<file path="src/rtl/lcd_timing_controller.sv">
// Dot-clock line/frame sequencer: LY, dot, STAT mode, LYC flag, renderer and interrupt strobes, CPU access blocks.
// Latency: every output is registered and decoded from the counter state being entered on that clk edge.
// Backpressure: none; free-running whenever the LCD is enabled, held idle at line 0 / dot 0 otherwise.
module lcd_timing_controller #(
  parameter int DOTS_PER_LINE = 456,
  parameter int OAM_DOTS      = 80,
  parameter int XFER_DOTS     = 172,
  parameter int VISIBLE_LINES = 144,
  parameter int TOTAL_LINES   = 154
) (
  input  logic       i_clk,
  input  logic       i_reset_n,
  input  logic       i_lcd_enable,
  input  logic [7:0] i_lyc,
  input  logic [3:0] i_stat_int_en,
  output logic [7:0] o_ly,
  output logic [8:0] o_dot,
  output logic [1:0] o_mode,
  output logic       o_coincidence,
  output logic       o_drawline,
  output logic       o_frame_start,
  output logic       o_vblank_irq,
  output logic       o_stat_irq,
  output logic       o_vram_block,
  output logic       o_oam_block
);

  localparam logic [8:0] LP_DOT_LAST  = 9'(DOTS_PER_LINE - 1);
  localparam logic [8:0] LP_OAM_END   = 9'(OAM_DOTS);
  localparam logic [8:0] LP_XFER_END  = 9'(OAM_DOTS + XFER_DOTS);
  localparam logic [7:0] LP_LY_LAST   = 8'(TOTAL_LINES - 1);
  localparam logic [7:0] LP_VIS_LINES = 8'(VISIBLE_LINES);

  typedef enum logic [2:0] {
    S_IDLE   = 3'd0,
    S_OAM    = 3'd1,
    S_XFER   = 3'd2,
    S_HBLANK = 3'd3,
    S_VBLANK = 3'd4
  } state_t;

  state_t     r_state, w_state_nxt;
  logic [8:0] r_dot, w_dot_nxt;
  logic [7:0] r_ly, w_ly_nxt;
  logic [1:0] r_mode, w_mode_nxt;
  logic       r_coinc, w_coinc_nxt;
  logic       r_stat_line, w_stat_line_nxt;
  logic       r_drawline, w_drawline_nxt;
  logic       r_frame_start, w_frame_start_nxt;
  logic       r_vblank_irq, w_vblank_irq_nxt;
  logic       r_stat_irq, w_stat_irq_nxt;
  logic       r_vram_block, w_vram_block_nxt;
  logic       r_oam_block, w_oam_block_nxt;

  // Next counter position, FSM state and every output value for the cycle about to be entered.
  always_comb begin
    w_state_nxt       = S_IDLE;
    w_dot_nxt         = '0;
    w_ly_nxt          = '0;
    w_mode_nxt        = 2'd0;
    w_stat_line_nxt   = 1'b0;
    w_drawline_nxt    = 1'b0;
    w_frame_start_nxt = 1'b0;
    w_vblank_irq_nxt  = 1'b0;
    w_vram_block_nxt  = 1'b0;
    w_oam_block_nxt   = 1'b0;

    if (i_lcd_enable) begin
      // Coming out of idle lands on line 0, dot 0; otherwise advance one dot.
      if (r_state != S_IDLE) begin
        if (r_dot == LP_DOT_LAST) begin
          w_dot_nxt = '0;
          w_ly_nxt  = (r_ly == LP_LY_LAST) ? 8'd0 : r_ly + 8'd1;
        end else begin
          w_dot_nxt = r_dot + 9'd1;
          w_ly_nxt  = r_ly;
        end
      end

      // The state follows the counters, so OAM->XFER->HBLANK->(OAM|VBLANK)
      // and VBLANK->OAM at the line wrap fall out of the dot/line boundaries.
      if (w_ly_nxt >= LP_VIS_LINES)     w_state_nxt = S_VBLANK;
      else if (w_dot_nxt < LP_OAM_END)  w_state_nxt = S_OAM;
      else if (w_dot_nxt < LP_XFER_END) w_state_nxt = S_XFER;
      else                              w_state_nxt = S_HBLANK;

      case (w_state_nxt)
        S_OAM:    w_mode_nxt = 2'd2;
        S_XFER:   w_mode_nxt = 2'd3;
        S_VBLANK: w_mode_nxt = 2'd1;
        default:  w_mode_nxt = 2'd0;
      endcase

      w_oam_block_nxt   = (w_state_nxt == S_OAM) || (w_state_nxt == S_XFER);
      w_vram_block_nxt  = (w_state_nxt == S_XFER);
      w_drawline_nxt    = (w_state_nxt == S_XFER) && (w_dot_nxt == LP_OAM_END);
      w_frame_start_nxt = (w_ly_nxt == 8'd0) && (w_dot_nxt == 9'd0);
      w_vblank_irq_nxt  = (w_ly_nxt == LP_VIS_LINES) && (w_dot_nxt == 9'd0);
    end

    // Coincidence tracks the line being entered, also while idle.
    w_coinc_nxt = (w_ly_nxt == i_lyc);

    if (i_lcd_enable) begin
      w_stat_line_nxt = (i_stat_int_en[3] & w_coinc_nxt)
                      | (i_stat_int_en[2] & (w_mode_nxt == 2'd2))
                      | (i_stat_int_en[1] & (w_mode_nxt == 2'd1))
                      | (i_stat_int_en[0] & (w_mode_nxt == 2'd0));
    end

    // Only a rising edge of the combined line interrupts; overlapping sources stay merged.
    w_stat_irq_nxt = w_stat_line_nxt & ~r_stat_line;
  end

  // State register, counters and registered outputs; reset clears everything at once.
  always_ff @(posedge i_clk or negedge i_reset_n) begin
    if (!i_reset_n) begin
      r_state       <= S_IDLE;
      r_dot         <= '0;
      r_ly          <= '0;
      r_mode        <= 2'd0;
      r_coinc       <= 1'b0;
      r_stat_line   <= 1'b0;
      r_drawline    <= 1'b0;
      r_frame_start <= 1'b0;
      r_vblank_irq  <= 1'b0;
      r_stat_irq    <= 1'b0;
      r_vram_block  <= 1'b0;
      r_oam_block   <= 1'b0;
    end else begin
      r_state       <= w_state_nxt;
      r_dot         <= w_dot_nxt;
      r_ly          <= w_ly_nxt;
      r_mode        <= w_mode_nxt;
      r_coinc       <= w_coinc_nxt;
      r_stat_line   <= w_stat_line_nxt;
      r_drawline    <= w_drawline_nxt;
      r_frame_start <= w_frame_start_nxt;
      r_vblank_irq  <= w_vblank_irq_nxt;
      r_stat_irq    <= w_stat_irq_nxt;
      r_vram_block  <= w_vram_block_nxt;
      r_oam_block   <= w_oam_block_nxt;
    end
  end

  assign o_ly          = r_ly;
  assign o_dot         = r_dot;
  assign o_mode        = r_mode;
  assign o_coincidence = r_coinc;
  assign o_drawline    = r_drawline;
  assign o_frame_start = r_frame_start;
  assign o_vblank_irq  = r_vblank_irq;
  assign o_stat_irq    = r_stat_irq;
  assign o_vram_block  = r_vram_block;
  assign o_oam_block   = r_oam_block;

endmodule

</file>
<file path="config.mk">
export PLATFORM = sky130hd
export DESIGN_NAME = lcd_timing_controller
export DESIGN_NICKNAME = d
export VERILOG_FILES = /design/src/rtl/lcd_timing_controller.sv
export SDC_FILE = /design/constraint.sdc
export NUM_CORES = 1
export LEC_CHECK = 0
export ABC_CLOCK_PERIOD_IN_PS = 7600
export BUFFER_PORTS_ARGS = -buffer_cell sky130_fd_sc_hd__buf_2
export CAP_MARGIN = 30
export CORE_ASPECT_RATIO = 1.2
export CORE_UTILIZATION = 35
export DETAILED_ROUTE_END_ITERATION = 10
export GPL_TIMING_DRIVEN = 0
export HOLD_SLACK_MARGIN = 0.08
export PLACE_DENSITY_LB_ADDON = 0.12
export SLEW_MARGIN = 20
export SYNTH_ARGS = -nofsm -noshare
export SYNTH_HDL_FRONTEND = slang
export SYNTH_SLANG_ARGS = --single-unit
</file>
<file path="constraint.sdc">
create_clock -name i_clk -period 7.6 [get_ports i_clk]
set_input_delay 0.76 -clock i_clk [delete_from_list [all_inputs] [get_ports i_clk]]
set_output_delay 0.76 -clock i_clk [all_outputs]
set_load 0.02 [all_outputs]
</file>
## Word-level counts from Yosys, hierarchy flattened

Cells that the tools add are included.

| operators by class | value |
|---|---|
| add/subtract/negate cells | 2 |
| $lt $le $gt $ge | 3 |
| eq/ne operators | 10 |
| multiplexer cells | 22 |
| bitwise logic cells | 9 |
| reduce and logical (&&, ||, !) cells | 8 |

Operators by type and width:

| cell | count |
|---|---|
| $mux W8 | 5 |
| $mux W9 | 4 |
| $eq A8 B8 Y1 const B | 2 |
| $add A9 B1 Y9 const B | 1 |
| $eq A9 B7 Y1 const B | 1 |
| $eq A9 B9 Y1 const B | 1 |
| $logic_not A9 Y1 | 1 |
| $lt A9 B7 Y1 const B | 1 |
| $lt A9 B8 Y1 const B | 1 |
| $mux W3 | 3 |
| $add A8 B1 Y8 const B | 1 |
| $eq A8 B8 Y1 | 1 |
| $ge A8 B8 Y1 const B | 1 |
| $logic_not A8 Y1 | 1 |
| $mux W1 | 7 |
| $pmux W2 S3 | 1 |
| $and A1 B1 Y1 | 5 |
| $mux W2 | 2 |
| $eq A3 B1 Y1 const B | 1 |
| $eq A3 B2 Y1 const B | 1 |
| $eq A3 B3 Y1 const B | 1 |
| $logic_and A1 B1 Y1 | 3 |
| $or A1 B1 Y1 | 3 |
| $reduce_bool A3 Y1 | 1 |
| 5 further kinds | 5 |

| storage, ports and cells | value |
|---|---|
| flip-flop bits (word level) | 30 |
| bits of input ports | 15 |
| output and inout port bits | 26 |
| word-level logic and storage cells | 66 |

## Logic depth before layout (Yosys ltp)

| logic depth | value |
|---|---|
| word-level depth | 19 |
| gate-level depth with buffers | 9 |
| mapped depth without buffers | 9 |

## Least setup slack after synthesis

No wires, ideal clock.

| path | value |
|---|---|
| path type | register -> register |
| from | register r_dot[1] (netlist: o_dot[1]) |
| to | register r_stat_irq (netlist: o_stat_irq) |
| setup time | 0.082 ns |
| arrival | 2.624 ns |
| data required time | 7.518 ns |
| setup slack | 4.894 ns |
| cell stages (with the launch flop) | 10 |
| path buffers | 1 |
| period minus slack after synthesis | 2.706 ns |
| cells stage by stage | dfrtp_1 > ha_1 > and4_1 > clkbuf_1 > nand2_1 > o21ai_1 > nor3_1 > a2111oi_1 > nand4_2 > a31oi_1 |

| on the way | value |
|---|---|
| cells in the longest elaborated chain, start to end | 19 |
| elaborated cells between the ends (all ways) | 34 |
| those cells by class | add/sub: 1; order compare: 3; eq/ne: 7; mux: 14; bitwise: 8; reduce/logical: 1 |

Ends and longest elaborated chain:

| item | RTL line | text |
|---|---|---|
| start: declaration | 43 | `logic [8:0] r_dot, w_dot_nxt;` |
| start signal: assignment | 132 | `r_dot <= w_dot_nxt;` |
| $add A9 B1 Y9 / $eq A9 B9 Y1 (equally long branches) | 75, 71 |  |
| $mux W9 | 71 | `if (r_dot == LP_DOT_LAST) begin` |
| $mux W9 | 70 | `if (r_state != S_IDLE) begin` |
| $mux W9 | 68 | `if (i_lcd_enable) begin` |
| $lt A9 B8 Y1 | 84 | `else if (w_dot_nxt < LP_XFER_END) w_state_nxt = S_XFER;` |
| $mux W1 | 84 |  |
| $mux W2 | 83 | `else if (w_dot_nxt < LP_OAM_END) w_state_nxt = S_OAM;` |
| $mux W3 | 82 | `if (w_ly_nxt >= LP_VIS_LINES) w_state_nxt = S_VBLANK;` |
| [4 not listed] | - |  |
| $eq A2 B2 Y1 | 106 | `\| (i_stat_int_en[2] & (w_mode_nxt == 2'd2))` |
| $and A1 B1 Y1 | 106 |  |
| $or A1 B1 Y1 | 106 |  |
| $or A1 B1 Y1 | 107 | `\| (i_stat_int_en[1] & (w_mode_nxt == 2'd1))` |
| $or A1 B1 Y1 * | 108 | `\| (i_stat_int_en[0] & (w_mode_nxt == 2'd0));` |
| $mux W1 * | 104 | `if (i_lcd_enable) begin` |
| $and A1 B1 Y1 * | 112 | `w_stat_irq_nxt = w_stat_line_nxt & ~r_stat_line;` |
| named net w_stat_irq_nxt | 51 | `logic r_stat_irq, w_stat_irq_nxt;` |
| end signal: assignment | 140 | `r_stat_irq <= w_stat_irq_nxt;` |
| end: declaration | 51 |  |

The timed path passes the listed nets; every way through them passes the cells marked *. The select of a mux whose other input is x is not followed.

## Worst setup path after layout

| path | value |
|---|---|
| from | register r_dot[0] (netlist: o_dot[0]) |
| to | register r_stat_irq (netlist: o_stat_irq) |

Same word-level chain as after synthesis.

==> results by stage <==
Timing:
- The achievable frequency is 302.1 MHz.
- The max-slew violation count came to 0.
- In the finished design, the share of the clock period the worst path needs comes to 43.55%.
- The worst-case hold slack is roughly 400 ps.
- The final setup skew is 2.466 ps.
- Setup repair after global routing left no endpoint under its margin.
- For the pin with the worst max-slew slack, the measured transition is around 780 ps.
- The final count of hold timing violations is 0.
- The setup TNS is 0 ps.
- The worst pin sits at a relative slew slack of 47.91%.
- Setup violations remaining at the end of the flow were counted as 0.
- The time the final worst path needs with I/O delays and setup is 3310 ps.

Outcome:
- The flow ran to the end, and the final reports show no timing, DRC or antenna violations.

Yosys:
- The synthesis-stage register bit count is 30.
- In the post-synthesis netlist, the biggest area contributors are dfrtp_1, nor2_1, xnor2_1.
- The mean cell area of the mapped netlist is 9.570 um2.
- The number of nets in the synthesized netlist is between 200 and 250.
- The async set or reset register ratio after synthesis is 100.0%.
- The synthesized netlist contains 56 unique library cells.
- The number of enable flip-flop cells after synthesis is 0.
- The post-synthesis sequential area ratio is 38.83%.
- Ranked by instance count, the synthesized netlist is headed by dfrtp_1, nor2_1, nand2_1.
- The largest total area in the synthesized netlist belongs to dfrtp_1.
- The predominant post-synthesis flop cell is dfrtp_1.
- The cell count after synthesis is 202.
- The combined area of all synthesized cells is 0.001933 mm2.
- In the post-synthesis netlist, the cell with the most instances is dfrtp_1.
- Yosys printed 0 warnings.
- The proportion of netlist area held by the largest area contributor is 38.83%.

Worst setup path:
- The startpoint of the worst setup timing path is o_dot[0].
- The number of cell instances on the worst register-to-register path is 9.
- STA classifies the critical path endpoint as a register.
- The critical path required time is 7800 ps.
- The peak fanout along the critical path is 9.
- The data arrival time of the critical path is between 3000 and 4000 ps.
- The source of the worst register-to-register timing path is o_dot[0].
- The critical path in this run is classified as register to register.
- The startpoint class of the critical path is a register.

Detailed routing:
- The routed via count divided by cell count is 5.521.
- The iteration count of the initial detailed-routing pass is 4.
- The number of DRC markers after the initial detailed-route iteration is 94.
- The total detailed-routing wirelength is 4961 um.
- Dividing the detail-routed wire length by the instance count gives 15.95 um.
- The routed via count is 1717.
- The count of unresolved DRC violations after routing is 0.
- The number of nets with antenna violations after detailed routing is 0.

Power:
- The internal power component is 0.2442 mW.
- Summed over all nets, the switching power comes to roughly 0.084 mW.
- VDD sags by at most 0.00006439 V.
- The register share of total power is 49.8%.
- Power spread over the standard cell area amounts to 142.5 mW/mm2.
- Net switching is 25.53% of the power.
- In this run, the clock network consumes 41.9% of the power.
- Combinational cells account for 8.4% of the total power.
- The cell leakage power is 1.052 nW.

GRT:
- The first global-routing pass estimated 8473 um of wire.
- The maximum number of pins on one net before global-route repair is 31.
- The total grt overflow is 0.
- The initial antenna violation count is 0.
- The via count of the first global-routing pass is 1708.
- Global routing used 18.34% of the available tracks across all layers.

Floorplan:
- For this configuration, the core starts out at a cell density of 36.49%.
- The overall die height is between 80 and 90 um.
- The floorplan core area is between 0.005 and 0.006 mm2.
- The die extent in x is 69.84 um.
- The area enclosed by the die boundary is approximately 0.0058 mm2.
- In this run the core area contains 29 standard-cell rows.
- For this design the top-level I/O count stands at 41.

Place:
- The count of port buffers added during placement is 39.
- The HPWL after detailed placement is 3674 um.
- At the end of routability-driven placement, the weighted congestion stood at 0.7978.

Clock network:
- Counting along the longest clock path gives a buffer depth of 2.
- The number of gates resized after cts is 0.
- The number of buffers added to fix hold violations after cts is 0.
- The clock reaches the later pin of the worst-skew pair after 280 ps.
- The root buffer cell is clkbuf_8.
- The post-CTS setup buffer count is 0.
- The CTS tree is done.
- After clock tree synthesis, the clock-pin slew on the worst setup and hold paths is 70 ps.
- The H-tree was split into 2 levels.
- The number of clock buffers added by TritonCTS is 5.
- CTS saw 30 sinks.

Final layout:
- 0 antenna diodes ended up in the layout.
- The relative area change from synthesis to final layout is 19.03%.
- In the final design database the tool counted ~270 nets.
- The share of post-route cells with drive strength above 1 is 25.30%.
- The number of fill cells is 536.

Hold path:
- The kind of path behind the tightest hold check is register to register.
- Along the worst hold path, the cell count comes to 1.
- The startpoint identified for the worst hold timing path is r_stat_line.

Job:
- The count of max-cap constraint violations is 0.
[metrics by stage]
stage	std cells	power [mW]	util, %	area (um2)	worst slack, ps
6_report	311	0.3280	43.43	2301	4290
5_1_grt	311	0.3431	43.43	2301	4002
4_1_cts	311	0.3336	43.43	2301	4240
3_5_place_dp	303	0.1941	41.64	2206	4293
3_3_place_gp	303	0.1938	41.64	2206	4362
2_1_floorplan	202	0.1806	-	1933	4894
[metal layers]
metal	GRT usage, %	wire, um
met5	0	0
met1	23.75	2237
met2	30.24	2404
met3	4.126	241
met4	5.636	77
[area by class of cell]
| class | count | area, um2 | area share (%) |
|---|---|---|---|
| Multi-Input combinational cell | 157 | 1104 | 47.96 |
| Sequential cell | 30 | 750.7 | 32.63 |
| Timing Repair Buffer | 39 | 195.2 | 8.483 |
| Clock buffer | 6 | 82.58 | 3.589 |
| Tap cell | 62 | 77.57 | 3.371 |
| Buffer | 9 | 56.30 | 2.447 |
| Inverter | 6 | 22.52 | 0.9788 |
| Clock inverter | 2 | 12.51 | 0.5438 |
[critical path, cell delays in order (launching register included)]
cell       delay [ps]
dfrtp_1           470
ha_1              340
and4_1            230
clkbuf_1          230
nand2_1           180
o21ai_1           670
nor3_1            110
a2111oi_1         570
nand4_2           200
a31oi_1           220
[cell families after synthesis]
family | after synthesis | synth area share, %
AND/OR/NAND/NOR | 87 | 27.05
adder cells (fa/ha/maj) | 3 | 1.942
buffers and inverters | 15 | 4.077
XOR/XNOR | 17 | 8.414
AO/OA/AOI/OAI | 47 | 18.06
multiplexers | 3 | 1.618
flip-flops | 30 | 38.83
[layout by cell type (no fill, tap or decap), types with 7 or more instances in the layout]
cell	Yosys	layout
buf_2	3	42
dfrtp_1	30	30
nand2_1	12	12
nand3_1	11	11
nor2_1	21	21
nor3_1	7	7
xnor2_1	9	9
xor2_1	7	7
[state kept, by name (all words and copies together), names as in the netlist]
register,cells
o_coincidence,1
o_dot,9
o_drawline,1
o_frame_start,1
o_ly,8
o_mode,2
o_oam_block,1
o_stat_irq,1
o_vblank_irq,1
o_vram_block,1
r_stat_line,1
r_state,3
[power groups by stage]
stage	logic, mW	registers, mW	clock network [mW]
6_report	0.0274	0.163	0.137
5_1_grt	0.0307	0.163	0.149
4_1_cts	0.0280	0.163	0.142
3_5_place_dp	0.0278	0.166	0
3_3_place_gp	0.0275	0.166	0
2_1_floorplan	0.0123	0.168	0
[final timing paths]
kind	to	slack (ps)
worst max-delay path	o_stat_irq	4290
worst min-delay path	o_stat_irq	400
worst max register to register	o_stat_irq	4290
worst min register to register	o_stat_irq	400
max in group asynchronous	r_stat_line	6630
min in group asynchronous	o_dot[0]	520
Power figures use the tool's default switching activity.
